File: src/rtl/multicycle_ctrl_pkg.sv
// Shared definitions for the multicycle RV32I control FSM: state encoding,
// opcode values, datapath select codes, trap codes and the opcode class record.
package multicycle_ctrl_pkg;

  typedef enum logic [2:0] {
    ST_FETCH  = 3'd0,
    ST_DECODE = 3'd1,
    ST_EXEC   = 3'd2,
    ST_MEM    = 3'd3,
    ST_WB     = 3'd4,
    ST_TRAP   = 3'd5
  } state_t;

  localparam logic [6:0] OP_LUI    = 7'b0110111;
  localparam logic [6:0] OP_AUIPC  = 7'b0010111;
  localparam logic [6:0] OP_JAL    = 7'b1101111;
  localparam logic [6:0] OP_JALR   = 7'b1100111;
  localparam logic [6:0] OP_BRANCH = 7'b1100011;
  localparam logic [6:0] OP_LOAD   = 7'b0000011;
  localparam logic [6:0] OP_STORE  = 7'b0100011;
  localparam logic [6:0] OP_IMM    = 7'b0010011;
  localparam logic [6:0] OP_REG    = 7'b0110011;

  localparam logic [1:0] PC_SEL_PLUS4  = 2'd0;
  localparam logic [1:0] PC_SEL_TARGET = 2'd1;
  localparam logic [1:0] PC_SEL_JALR   = 2'd2;

  localparam logic [1:0] WB_SEL_ALU = 2'd0;
  localparam logic [1:0] WB_SEL_MEM = 2'd1;
  localparam logic [1:0] WB_SEL_PC4 = 2'd2;
  localparam logic [1:0] WB_SEL_IMM = 2'd3;

  localparam logic [1:0] TRAP_ILLEGAL     = 2'd1;
  localparam logic [1:0] TRAP_MEM_TIMEOUT = 2'd2;

  typedef struct packed {
    logic lui;
    logic auipc;
    logic jal;
    logic jalr;
    logic branch;
    logic load;
    logic store;
    logic i_op;
    logic r_op;
  } opclass_t;

  // Wait counter increment that sticks at all-ones instead of wrapping.
  function automatic logic [7:0] sat_inc8(input logic [7:0] value);
    logic [7:0] result;
    if (value == 8'hFF) begin
      result = value;
    end else begin
      result = value + 8'd1;
    end
    return result;
  endfunction

endpackage

File: src/rtl/multicycle_ctrl_opclass_decode.sv
// Combinational opcode classifier: inst[6:0] to a one-hot class record plus
// an illegal flag for anything outside the supported RV32I base groups.
module multicycle_ctrl_opclass_decode
  import multicycle_ctrl_pkg::*;
(
  input  logic [6:0] opcode,
  output opclass_t   opclass,
  output logic       illegal
);

  // One-hot classification; unknown opcodes raise illegal with no class bit.
  always_comb begin
    opclass = '0;
    illegal = 1'b0;
    case (opcode)
      OP_LUI:    opclass.lui    = 1'b1;
      OP_AUIPC:  opclass.auipc  = 1'b1;
      OP_JAL:    opclass.jal    = 1'b1;
      OP_JALR:   opclass.jalr   = 1'b1;
      OP_BRANCH: opclass.branch = 1'b1;
      OP_LOAD:   opclass.load   = 1'b1;
      OP_STORE:  opclass.store  = 1'b1;
      OP_IMM:    opclass.i_op   = 1'b1;
      OP_REG:    opclass.r_op   = 1'b1;
      default:   illegal        = 1'b1;
    endcase
  end

endmodule

File: src/rtl/multicycle_ctrl.sv
// Main control FSM of the multicycle RV32I core: sequences fetch, decode,
// execute, memory and writeback, and owns the single shared memory port.
module multicycle_ctrl
  import multicycle_ctrl_pkg::*;
#(
  parameter int unsigned MEM_TIMEOUT     = 15,
  parameter logic [1:0]  RESET_TRAP_CODE = 2'b00
) (
  input  logic        clk,
  input  logic        rst_n,
  input  logic [31:0] inst,
  input  logic        br_taken,
  input  logic        mem_ready,
  output logic        mem_req,
  output logic        mem_we,
  output logic        mem_addr_sel,
  output logic        ir_we,
  output logic        pc_we,
  output logic [1:0]  pc_sel,
  output logic        alu_a_sel,
  output logic        alu_b_sel,
  output logic        rf_we,
  output logic [1:0]  wb_sel,
  output logic        instret,
  output logic        trap,
  output logic [1:0]  trap_code
);

  localparam logic [7:0] TIMEOUT_LIM = MEM_TIMEOUT[7:0];

  state_t     state_r;
  state_t     state_next_s;
  logic [7:0] cnt_r;
  logic [7:0] cnt_next_s;
  logic [7:0] cnt_inc_s;
  logic       timeout_s;
  logic       instret_r;
  logic       trap_r;
  logic [1:0] trap_code_r;
  logic       trap_set_s;
  logic [1:0] trap_code_next_s;
  opclass_t   cls_s;
  logic       illegal_s;
  logic       op_a_pc_s;
  logic       op_b_imm_s;
  logic       unused_inst_s;

  multicycle_ctrl_opclass_decode u_opclass_decode (
    .opcode  (inst[6:0]),
    .opclass (cls_s),
    .illegal (illegal_s)
  );

  assign unused_inst_s = ^inst[31:7];

  // Operand selects per class; also driven in MEM and WB so the ALU result stays valid.
  assign op_a_pc_s  = cls_s.auipc | cls_s.jal | cls_s.branch;
  assign op_b_imm_s = cls_s.auipc | cls_s.jal | cls_s.branch | cls_s.jalr |
                      cls_s.load  | cls_s.store | cls_s.i_op;

  assign cnt_inc_s = sat_inc8(cnt_r);
  assign timeout_s = (cnt_inc_s >= TIMEOUT_LIM);

  // Next-state and datapath controls; outputs are suppressed while rst_n is low.
  always_comb begin
    state_next_s     = state_r;
    cnt_next_s       = 8'd0;
    trap_set_s       = 1'b0;
    trap_code_next_s = trap_code_r;
    mem_req          = 1'b0;
    mem_we           = 1'b0;
    mem_addr_sel     = 1'b0;
    ir_we            = 1'b0;
    pc_we            = 1'b0;
    pc_sel           = PC_SEL_PLUS4;
    alu_a_sel        = 1'b0;
    alu_b_sel        = 1'b0;
    rf_we            = 1'b0;
    wb_sel           = WB_SEL_ALU;
    if (!rst_n) begin
      state_next_s = ST_FETCH;
    end else begin
      case (state_r)
        ST_FETCH: begin
          mem_req      = 1'b1;
          mem_addr_sel = 1'b0;
          if (mem_ready) begin
            ir_we        = 1'b1;
            state_next_s = ST_DECODE;
          end else if (timeout_s) begin
            state_next_s     = ST_TRAP;
            trap_set_s       = 1'b1;
            trap_code_next_s = TRAP_MEM_TIMEOUT;
          end else begin
            cnt_next_s = cnt_inc_s;
          end
        end
        ST_DECODE: begin
          if (illegal_s) begin
            state_next_s     = ST_TRAP;
            trap_set_s       = 1'b1;
            trap_code_next_s = TRAP_ILLEGAL;
          end else begin
            state_next_s = ST_EXEC;
          end
        end
        ST_EXEC: begin
          alu_a_sel = op_a_pc_s;
          alu_b_sel = op_b_imm_s;
          if (cls_s.load || cls_s.store) begin
            state_next_s = ST_MEM;
          end else begin
            state_next_s = ST_WB;
          end
        end
        ST_MEM: begin
          mem_req      = 1'b1;
          mem_addr_sel = 1'b1;
          mem_we       = cls_s.store;
          alu_a_sel    = op_a_pc_s;
          alu_b_sel    = op_b_imm_s;
          if (mem_ready) begin
            state_next_s = ST_WB;
          end else if (timeout_s) begin
            state_next_s     = ST_TRAP;
            trap_set_s       = 1'b1;
            trap_code_next_s = TRAP_MEM_TIMEOUT;
          end else begin
            cnt_next_s = cnt_inc_s;
          end
        end
        ST_WB: begin
          pc_we     = 1'b1;
          alu_a_sel = op_a_pc_s;
          alu_b_sel = op_b_imm_s;
          rf_we     = ~(cls_s.store | cls_s.branch);
          if (cls_s.jal || (cls_s.branch && br_taken)) begin
            pc_sel = PC_SEL_TARGET;
          end else if (cls_s.jalr) begin
            pc_sel = PC_SEL_JALR;
          end else begin
            pc_sel = PC_SEL_PLUS4;
          end
          if (cls_s.load) begin
            wb_sel = WB_SEL_MEM;
          end else if (cls_s.jal || cls_s.jalr) begin
            wb_sel = WB_SEL_PC4;
          end else if (cls_s.lui) begin
            wb_sel = WB_SEL_IMM;
          end else begin
            wb_sel = WB_SEL_ALU;
          end
          state_next_s = ST_FETCH;
        end
        ST_TRAP: begin
          state_next_s = ST_TRAP;
        end
        default: begin
          state_next_s = ST_FETCH;
        end
      endcase
    end
  end

  // State, wait counter, retire pulse and sticky trap registers.
  always_ff @(posedge clk) begin
    if (!rst_n) begin
      state_r     <= ST_FETCH;
      cnt_r       <= 8'd0;
      instret_r   <= 1'b0;
      trap_r      <= 1'b0;
      trap_code_r <= RESET_TRAP_CODE;
    end else begin
      state_r   <= state_next_s;
      cnt_r     <= cnt_next_s;
      instret_r <= (state_r == ST_WB);
      if (trap_set_s) begin
        trap_r      <= 1'b1;
        trap_code_r <= trap_code_next_s;
      end else begin
        trap_r      <= trap_r;
        trap_code_r <= trap_code_r;
      end
    end
  end

  assign instret   = instret_r;
  assign trap      = trap_r;
  assign trap_code = trap_code_r;

endmodule

File: config.mk
export PLATFORM = sky130hd
export DESIGN_NAME = multicycle_ctrl
export DESIGN_NICKNAME = d
export VERILOG_FILES = /design/src/rtl/multicycle_ctrl_pkg.sv /design/src/rtl/multicycle_ctrl_opclass_decode.sv /design/src/rtl/multicycle_ctrl.sv
export SDC_FILE = /design/constraint.sdc
export NUM_CORES = 1
export LEC_CHECK = 0
export CAP_MARGIN = 5
export CORE_UTILIZATION = 30
export CTS_CLUSTER_DIAMETER = 100
export DETAILED_ROUTE_END_ITERATION = 10
export PLACE_DENSITY = 0.66
export SETUP_SLACK_MARGIN = 0.3
export SYNTH_ARGS = -nofsm -noshare
export SYNTH_HDL_FRONTEND = slang
export SYNTH_SLANG_ARGS = --single-unit
export TNS_END_PERCENT = 10
File: constraint.sdc
create_clock -name clk -period 5 [get_ports clk]
set_input_delay 0.5 -clock clk [delete_from_list [all_inputs] [get_ports clk]]
set_output_delay 0.5 -clock clk [all_outputs]
set_load 0.03 [all_outputs]
==> summary.txt, run 1 <==
Clocking
  • Root Driver: clkbuf_4
  • Clk slew on worst S/H paths: around 0.090 ns
  • Post-CTS Hold Fix Bufs: 0
  • CTS tree: done
  • PostCTS Resize Cnt: 0
  • CTS H-tree lvls: 1
  • Clk Latency, worst-skew pair: 0.28 ns
  • Clock Sinks: 15
  • Clock Path Buffers: 2
  • Num CTS Buffers: 3
  • Post-CTS Repair Setup Buffers: 0

GRT
  • Antenna violations before repair: 0
  • Tot GR Track Use: between 10% and 20%
  • Grt ovf: 0
  • Global-route wire length before repair: slightly below 4000 um
  • Largest net degree at the start of global routing: 12
  • Vias in the first global route: around 940

Critical path
  • Crit-path most repeated cell: clkdlybuf4s50_1
  • CP cell instances: clkdlybuf4s50_1 > nor2b_2 > nor2b_1 > nand2_1 > nor4_1 > clkdlybuf4s50_1
  • CP Launch Type: input port
  • Critical path type: input port to primary output
  • Arrival time worst endpoint: 2.65 ns
  • Crit Path Max Fanout: 7
  • Critical Path Start: inst[5]
  • CP max stage delay: 0.72 ns
  • CP endpoint kind: primary output
  • Cell family contributing the most delay on the critical path: buffers and inverters
  • R2r startpoint: cnt_r[0]
  • Data required, critical path: about 4.5 ns
  • Buf/Inv on CP: 2
  • Slowest stage cell on the critical path: clkdlybuf4s50_1

Logic synthesis
  • YS warnings: 0
  • Ys async rst share: 0%
  • Synth Instances: 125
  • Number of synthesized register bits: 15
  • Ys flop type: dfxtp_1
  • Mapped cell area: 975 um2
  • Synthesized area per cell: between 7 and 8 um2
  • Number of flops mapped to enable cells by yosys: 0
  • Post-synthesis sequential area ratio: 30.8%
  • Cell variety after synth: 46

Layout
  • Layout cells sized above 1: 5.96%
  • Layout area overhead: 33.1%
  • Nets: 189
  • Fillers: 323
  • Most frequent cells in the layout: clkdlybuf4s50_1, dfxtp_1, nand2_1
  • Diode count: 0
  • Commonest non-fill, non-tap cell in the layout: clkdlybuf4s50_1
  • Post-layout util: 42.2%

Floorplanning
  • Std-Cell Rows: 20
  • Initial Util: around a third
  • Die area: ~3500 um2
  • Die width: ~59 um
  • Core area: 3080 um2
  • Die Ht: 59 um
  • IO Pins: 52

Power
  • Leak: 0.485 nW
  • Max IR drop VDD: roughly 0.25 mV
  • PD cells: 351 nW/um2

STA
  • WHS: between 0.4 and 0.5 ns
  • RSZ-0062 raised after global routing: no
  • Fin crit period: 3.15 ns
  • Fin. max-slew vios: 0
  • Clock Skews: 0.00224 ns
  • Fin crit share: 63.1%
  • Setup_tns: 0 ns
  • F_max: around 320 MHz
  • Setup violations, final: 0
  • Final hold vios: 0

Placement
  • Post-detail-place hpwl: 1740 um
  • GPL Wtd Cong: 0.890
  • I/O Buffers: 26

Detailed routing
  • DRT iter0 DRCs: 19
  • DRC: 0
  • Drt pass-1 iters: 4
  • Routed vias/inst: ~5.2
  • Routed WL: roughly 2200 um
  • Vias: around 1k
  • Routed wire per std cell: 11.4 um
  • Routed Antenna Nets: 0

Hold path
  • Worst hold start: trap_code[0]
  • Worst hold path type: flip-flop to flip-flop

Job
  • Max cap viols: 0

Run status
  • Status: finished clean
==> cells in the mapped netlist (2+ instances only) <==
cell type	instances	area share [%]
nor2b_1	2	1.3
nand3_1	8	4.1
and3_1	3	1.9
xor2_1	3	2.7
a32o_1	2	2.1
dfxtp_1	15	31
nor2_1	5	1.9
buf_2	4	2.1
nand2_1	10	3.9
o31a_1	2	1.8
nor4_1	3	1.9
nand4_1	2	1.3
inv_1	8	3.1
o22ai_1	2	1.3
a21oi_1	6	3.1
clkbuf_1	3	1.2
nand2b_1	6	3.9
nor3_1	8	4.1
o21ai_0	5	2.6
mux2i_1	2	2.1
==> worst paths after layout <==
| path | end | slack [ns] | cells after the start |
|---|---|---|---|
| max | pc_sel[1] | 1.85 | 6 |
| min | trap_code[0] | 0.48 | 2 |
| max reg2reg | state_r[0] | 3.13 | 6 |
| min reg2reg | trap_code[0] | 0.48 | 2 |
==> flip-flops by register name, summed over array words and instances (netlist names) <==
| name | flops |
|---|---|
| instret | 1 |
| cnt_r | 8 |
| trap | 1 |
| state_r | 3 |
| trap_code | 2 |
==> report_power, final <==
group	switching [mW]	internal, mW
logic	0.121	0.0932
clock network	0.0389	0.0297
registers	0.0290	0.143
total	0.189	0.266
==> tightest hold or removal path, delay by kind of cell, from the launching register on <==
kind | cells | cell delay (ns)
AOI/OAI and AO/OA | 1 | 0.06
DFF | 1 | 0.32
and+or+nand+nor | 1 | 0.05
==> logic make-up (layout without fill, tap and decap cells) <==
logic type	after synthesis	in the layout	share of synthesized area [%]
and+or+nand+nor	54	54	30.8
AOI/OAI and AO/OA	33	33	24.8
DFF	15	15	30.8
buffers and inverters	15	38	6.29
xor gates and xnor gates	4	4	3.60
muxes	2	2	2.05
adders and majority gates	1	1	1.28
other	1	4	0.385
==> stage by stage <==
step	cells	setup slack, ns	power [mW]	instance area, um2
after detailed placement	191	1.86	0.389	1270
after global routing	195	1.66	0.491	1300
after global placement	191	1.91	0.385	1270
after CTS	195	1.84	0.460	1300
final	195	1.85	0.455	1300
after floorplan	128	2.24	0.320	986
==> final cells by class <==
| cell class | count | area [um2] | share of cell area (%) |
|---|---|---|---|
| flip-flops and latches | 15 | 300 | 23.1 |
| clock buffers | 3 | 22.5 | 1.74 |
| inverters | 8 | 30.0 | 2.31 |
| well taps | 44 | 55.1 | 4.24 |
| multi-input cells | 98 | 624 | 48.1 |
| clock inverters | 1 | 5.00 | 0.386 |
| repair buffers | 26 | 260 | 20.1 |
==> layer usage <==
layer / part of all wire [%] / track usage (%)
met1: 48 / 18.5
met2: 47 / 24.0
met3: 4.8 / 4.15
met4: 0.67 / 3.06
met5: 0 / 0
Power figures use the tool's default switching activity.
==> run 2: changes to the inputs <==
PLACE_DENSITY = 0.69   (was 0.66)
clock period = 2.8 ns   (was 5 ns; I/O delays follow)
==> run 2 against run 1 <==
  * Global-route usage is 0.34 points higher
  * Critical path type unchanged
  * Combinational power rose by 81%
  * Cell count grew 1.5%
  * Clock skew is 0.011 ns higher
  * Flip-flop and latch count stayed put
  * Routed wire length up 5.2%
  * Highest routed layer unchanged
  * Power up 80%
  * Sequential share of layout area decreased by 0.40 points
  * Critical path depth unchanged
==> summary.txt, run 2 (same netlist as run 1, synthesis figures left out) <==
Layout
  • Diode count: 0
  • Layout area overhead: 35.4%
  • Post-layout util: 42.9%
  • Layout cells sized above 1: 7.14%
  • Largest Register: cnt_r
  • Nets: 192
  • Commonest non-fill, non-tap cell in the layout: clkdlybuf4s50_1
  • Max reg flops: 8
  • Most frequent cells in the layout: clkdlybuf4s50_1, dfxtp_1, nand2_1

Placement
  • Dpl ws: 0.163 ns
  • Post-detail-place hpwl: about 1900 um
  • I/O Buffers: 26
  • GPL Wtd Cong: 0.809

STA
  • Worst Slack Setup Final: 0.189 ns
  • Clock Skews: between 0.01 and 0.015 ns
  • Fin crit share: around 93%
  • Setup_tns: 0 ns
  • Setup violations, final: 0
  • Fin crit period: 2.61 ns
  • RSZ-0062 raised after global routing: yes
  • F_max: 383 MHz
  • Final hold vios: 0
  • Fin. max-slew vios: 0

Critical path
  • Flop2flop setup slack: 0.91 ns
  • CP cell instances: clkdlybuf4s50_1 > nor2b_2 > nor2b_1 > nand2_1 > a211oi_1 > clkdlybuf4s50_1
  • Slowest stage cell on the critical path: clkdlybuf4s50_1
  • Crit-path most repeated cell: clkdlybuf4s50_1
  • CP max stage delay: slightly above 0.7 ns
  • CP endpoint kind: primary output
  • Critical path type: input port to primary output
  • Crit Path Max Fanout: 7
  • Arrival time worst endpoint: 2.33 ns
  • CP Launch Type: input port
  • Data required, critical path: about 2.5 ns

Clocking
  • Clock Sinks: 15
  • Root Driver: clkbuf_4
  • Post-CTS Repair Setup Buffers: 0
  • CTS tree: done
  • CTS H-tree lvls: 1
  • Post-CTS Hold Fix Bufs: 0
  • Clock Path Buffers: 2
  • Clk Latency, worst-skew pair: around 0.29 ns
  • Num CTS Buffers: 3
  • Clk slew on worst S/H paths: approximately 0.080 ns

Power
  • Max IR drop VDD: 0.454 mV
  • Power Internal: 481 uW
  • Clock group share of total power: 15.0%
  • Leak: 0.520 nW
  • Net Sw Frac: a little over 40%
  • Total power: 820 uW
  • Comb pwr share: a little under half
  • Switch Pwr: 339 uW
  • Reg power frac: 37.7%
  • PD cells: between 600 and 700 nW/um2

Detailed routing
  • Routed vias/inst: 5.13
  • Drt pass-1 iters: 4
  • Routed wire per std cell: 11.8 um
  • Routed Antenna Nets: 0
  • Routed WL: 2340 um
  • DRT iter0 DRCs: 27
  • Vias: just over 1k
  • DRC: 0

GRT
  • Tot GR Track Use: 14.7%
  • Grt ovf: 0
  • Vias in the first global route: 898
  • Antenna violations before repair: 0
  • Largest net degree at the start of global routing: 12
  • Global-route wire length before repair: 3950 um

Run status
  • Status: finished clean

Floorplanning
  • Initial Util: 31.7%
  • Die Ht: 59 um
  • Std-Cell Rows: 20
  • IO Pins: 52
  • Die width: ~60 um
  • Core area: just over 3000 um2
  • Die area: 3480 um2

Hold path
  • Worst hold path type: flip-flop to flip-flop

Job
  • Max cap viols: 0
-- run 2: cell count changes in the layout (fill, tap and decap cells not counted), sizes merged --
cell           change
dlygate4sd2        +1
buf                +3
clkdlybuf4s50      -2
clkinv             -1
dlymetal6s2s       +1
clkbuf             +1
-- run 2: worst paths after layout --
path	start	end	depth (start not counted)
worst max-delay path	inst[5]	pc_sel[0]	6
worst min-delay path	trap_code[0]	trap_code[0]	2
worst max register to register	cnt_r[0]	state_r[0]	6
worst min register to register	trap_code[0]	trap_code[0]	2
-- run 2: stage by stage --
step                area [um2]  hold WS, ns  std cells
floorplan                  986        0.511        128
global placement          1290        0.458        194
detailed placement        1290        0.467        194
CTS                       1320        0.492        198
global route              1320        0.512        198
finish                    1320        0.489        198
-- run 2: critical path: cells and delay by family --
family | cells | cell delay [ns]
compound gates | 1 | 0.19
buf+inv | 2 | 1.31
simple gates | 3 | 0.54
-- run 2: per-layer routing --
layer	track usage (%)	wire, um
met5	0	0
met4	3.06	23
met3	4.37	86
met2	22.9	1090
met1	20.3	1140
-- run 2: layout make-up --
| cell class | count | area (um2) |
|---|---|---|
| Clock buffer | 4 | 26.3 |
| Multi-Input combinational cell | 98 | 624 |
| Tap cell | 44 | 55.1 |
| Timing Repair Buffer | 29 | 284 |
| Sequential cell | 15 | 300 |
| Inverter | 8 | 30.0 |
| Fill cell | 312 | 1760 |
-- run 2: what timing repair did --
item                                    in CTS  in global routing
endpoints found under the setup margin       5                  8
resized for setup                            1                  1
cloned                                       0                  0
-- run 2: power by group through the flow --
stage | Combinational (mW) | Clock (mW) | Sequential, mW
floorplan | 0.254 | 0 | 0.317
global placement | 0.382 | 0 | 0.310
detailed placement | 0.387 | 0 | 0.313
CTS | 0.389 | 0.127 | 0.308
global route | 0.421 | 0.143 | 0.316
finish | 0.388 | 0.123 | 0.309
==> run 3: changes to the inputs <==
GPL_TIMING_DRIVEN = 0   (was unset)
PLACE_DENSITY = 0.66   (was 0.69)
clock period = 2.7 ns   (was 2.8 ns; I/O delays follow)
==> run 3 against run 2 <==
  * Via count shrank 0.39%
  * Non-clock buffer count grew 1
  * Core utilization shrank 0.41 points
  * Largest cell class unchanged
==> summary.txt, run 3 (same netlist as run 1, synthesis figures left out) <==
Clocking
  • Num CTS Buffers: 3
  • CTS H-tree lvls: 1
  • Post-CTS Repair Setup Buffers: 0
  • Clk slew on worst S/H paths: 0.10 ns
  • Clock Path Buffers: 2
  • Clock Sinks: 15
  • Post-CTS Hold Fix Bufs: 0
  • Root Driver: clkbuf_4
  • Clk Latency, worst-skew pair: 0.29 ns
  • CTS tree: done

Critical path
  • Crit Path Max Fanout: 7
  • Arrival time worst endpoint: around 2.3 ns
  • CP endpoint kind: primary output
  • Critical path type: input port to primary output
  • CP Launch Type: input port
  • Data required, critical path: 2.43 ns

Detailed routing
  • Routed wire per std cell: 11.0 um
  • Routed Antenna Nets: 0
  • Routed vias/inst: 5.09
  • DRT iter0 DRCs: 30
  • Drt pass-1 iters: 4
  • DRC: 0
  • Routed WL: around 2200 um
  • Vias: 1,012

Power
  • Clock group share of total power: 15.4%
  • Leak: 0.551 nW
  • Power Internal: 501 uW
  • Net Sw Frac: 41.4%
  • Max IR drop VDD: roughly 0.4 mV
  • PD cells: 654 nW/um2
  • Comb pwr share: 51.8%
  • Switch Pwr: 354 uW
  • Reg power frac: 32.8%

Run status
  • Status: finished clean

Layout
  • Commonest non-fill, non-tap cell in the layout: clkdlybuf4s50_1
  • Largest Register: cnt_r
  • Layout cells sized above 1: 8.39%
  • Layout area overhead: 34.1%
  • Diode count: 0
  • Nets: around 190
  • Max reg flops: 8
  • Fillers: between 300 and 400
  • Filler-free cell count of the finished design: 199
  • Most frequent cells in the layout: clkdlybuf4s50_1, dfxtp_1, nand2_1

STA
  • Final hold vios: 0
  • Clock Skews: between 0.006 and 0.007 ns
  • F_max: 393 MHz
  • RSZ-0062 raised after global routing: yes
  • Setup violations, final: 0
  • Fin. max-slew vios: 0
  • Setup_tns: 0 ns
  • Fin crit period: 2.55 ns
  • Fin crit share: roughly 94%
  • WHS: about 0.36 ns

Floorplanning
  • Std-Cell Rows: 20
  • IO Pins: 52
  • Core area: roughly 3100 um2
  • Initial Util: 31.7%
  • Die Ht: 59 um
  • Die width: 59 um
  • Die area: 3480 um2

GRT
  • Antenna violations before repair: 0
  • Global-route wire length before repair: 3800 um
  • Tot GR Track Use: 14.0%
  • Vias in the first global route: 897
  • Largest net degree at the start of global routing: 11
  • Grt ovf: 0

Job
  • Max cap viols: 0

Hold path
  • Worst hold path type: input port to flip-flop

Placement
  • Post-detail-place hpwl: 1700 um
  • I/O Buffers: 23
  • GPL Wtd Cong: 0.878
  • Cell total after placement: about 200
run 3: changes by cell type in the layout (fill, tap and decap cells not counted), sizes merged:
| cell | before | now |
|---|---|---|
| clkbuf | 4 | 6 |
| buf | 3 | 4 |
| clkdlybuf4s50 | 24 | 19 |
| dlymetal6s2s | 1 | 3 |
| clkinvlp | 0 | 1 |
run 3: layer usage:
metal,up-vias,track usage [%],part of all wire [%],wire [um]
met5,-,0,0,0
met4,0,4.08,0.87,19
met3,2,3.28,3.6,79
met2,20,22.1,46,1010
met1,470,19.0,49,1070
li1,520,-,-,-
run 3: per-stage QoR:
stage | setup WS [ns] | utilization (%) | area (um2) | total power [mW]
6_report | 0.154 | 42.5 | 1310 | 0.855
5_1_grt | 0.0344 | 42.5 | 1310 | 0.925
4_1_cts | 0.0450 | 42.2 | 1300 | 0.866
3_5_place_dp | 0.0630 | 41.3 | 1270 | 0.728
3_3_place_gp | 0.0739 | 41.3 | 1270 | 0.724
2_1_floorplan | 0.324 | - | 986 | 0.592
run 3: repair_timing:
action | 4_1_cts | 5_1_grt
setup endpoints to repair | 8 | 10
gates resized for setup | 1 | 3
pin swaps | 0 | 0
run 3: power groups by stage:
stage / combinational [mW] / clock (mW) / sequential, mW
3_5_place_dp: 0.442 / 0 / 0.286
4_1_cts: 0.445 / 0.141 / 0.281
5_1_grt: 0.489 / 0.150 / 0.286
3_3_place_gp: 0.438 / 0 / 0.285
6_report: 0.443 / 0.132 / 0.280
2_1_floorplan: 0.263 / 0 / 0.329
run 3: cell type report:
type | count | area, um2 | area share, %
multi-input cells | 98 | 624 | 47.8
well taps | 44 | 55.1 | 4.21
flip-flops and latches | 15 | 300 | 23.0
clock buffers | 3 | 22.5 | 1.72
plain buffers | 7 | 31.3 | 2.39
inverters | 8 | 30.0 | 2.30
clock inverters | 1 | 7.51 | 0.574
repair buffers | 23 | 236 | 18.1
run 3: worst paths after layout:
kind / from / to / slack, ns / cells past startpoint
worst max-delay path: inst[5] / mem_we / 0.15 / 5
worst min-delay path: rst_n / trap / 0.36 / 2
worst max register to register: cnt_r[0] / state_r[0] / 0.83 / 6
worst min register to register: trap_code[0] / trap_code[0] / 0.47 / 2
run 3: critical path: stages:
cell and delay (ns):
clkdlybuf4s50_1 0.58, nor2b_2 0.30, nor2b_1 0.25, and4_1 0.21
clkdlybuf4s50_1 0.66
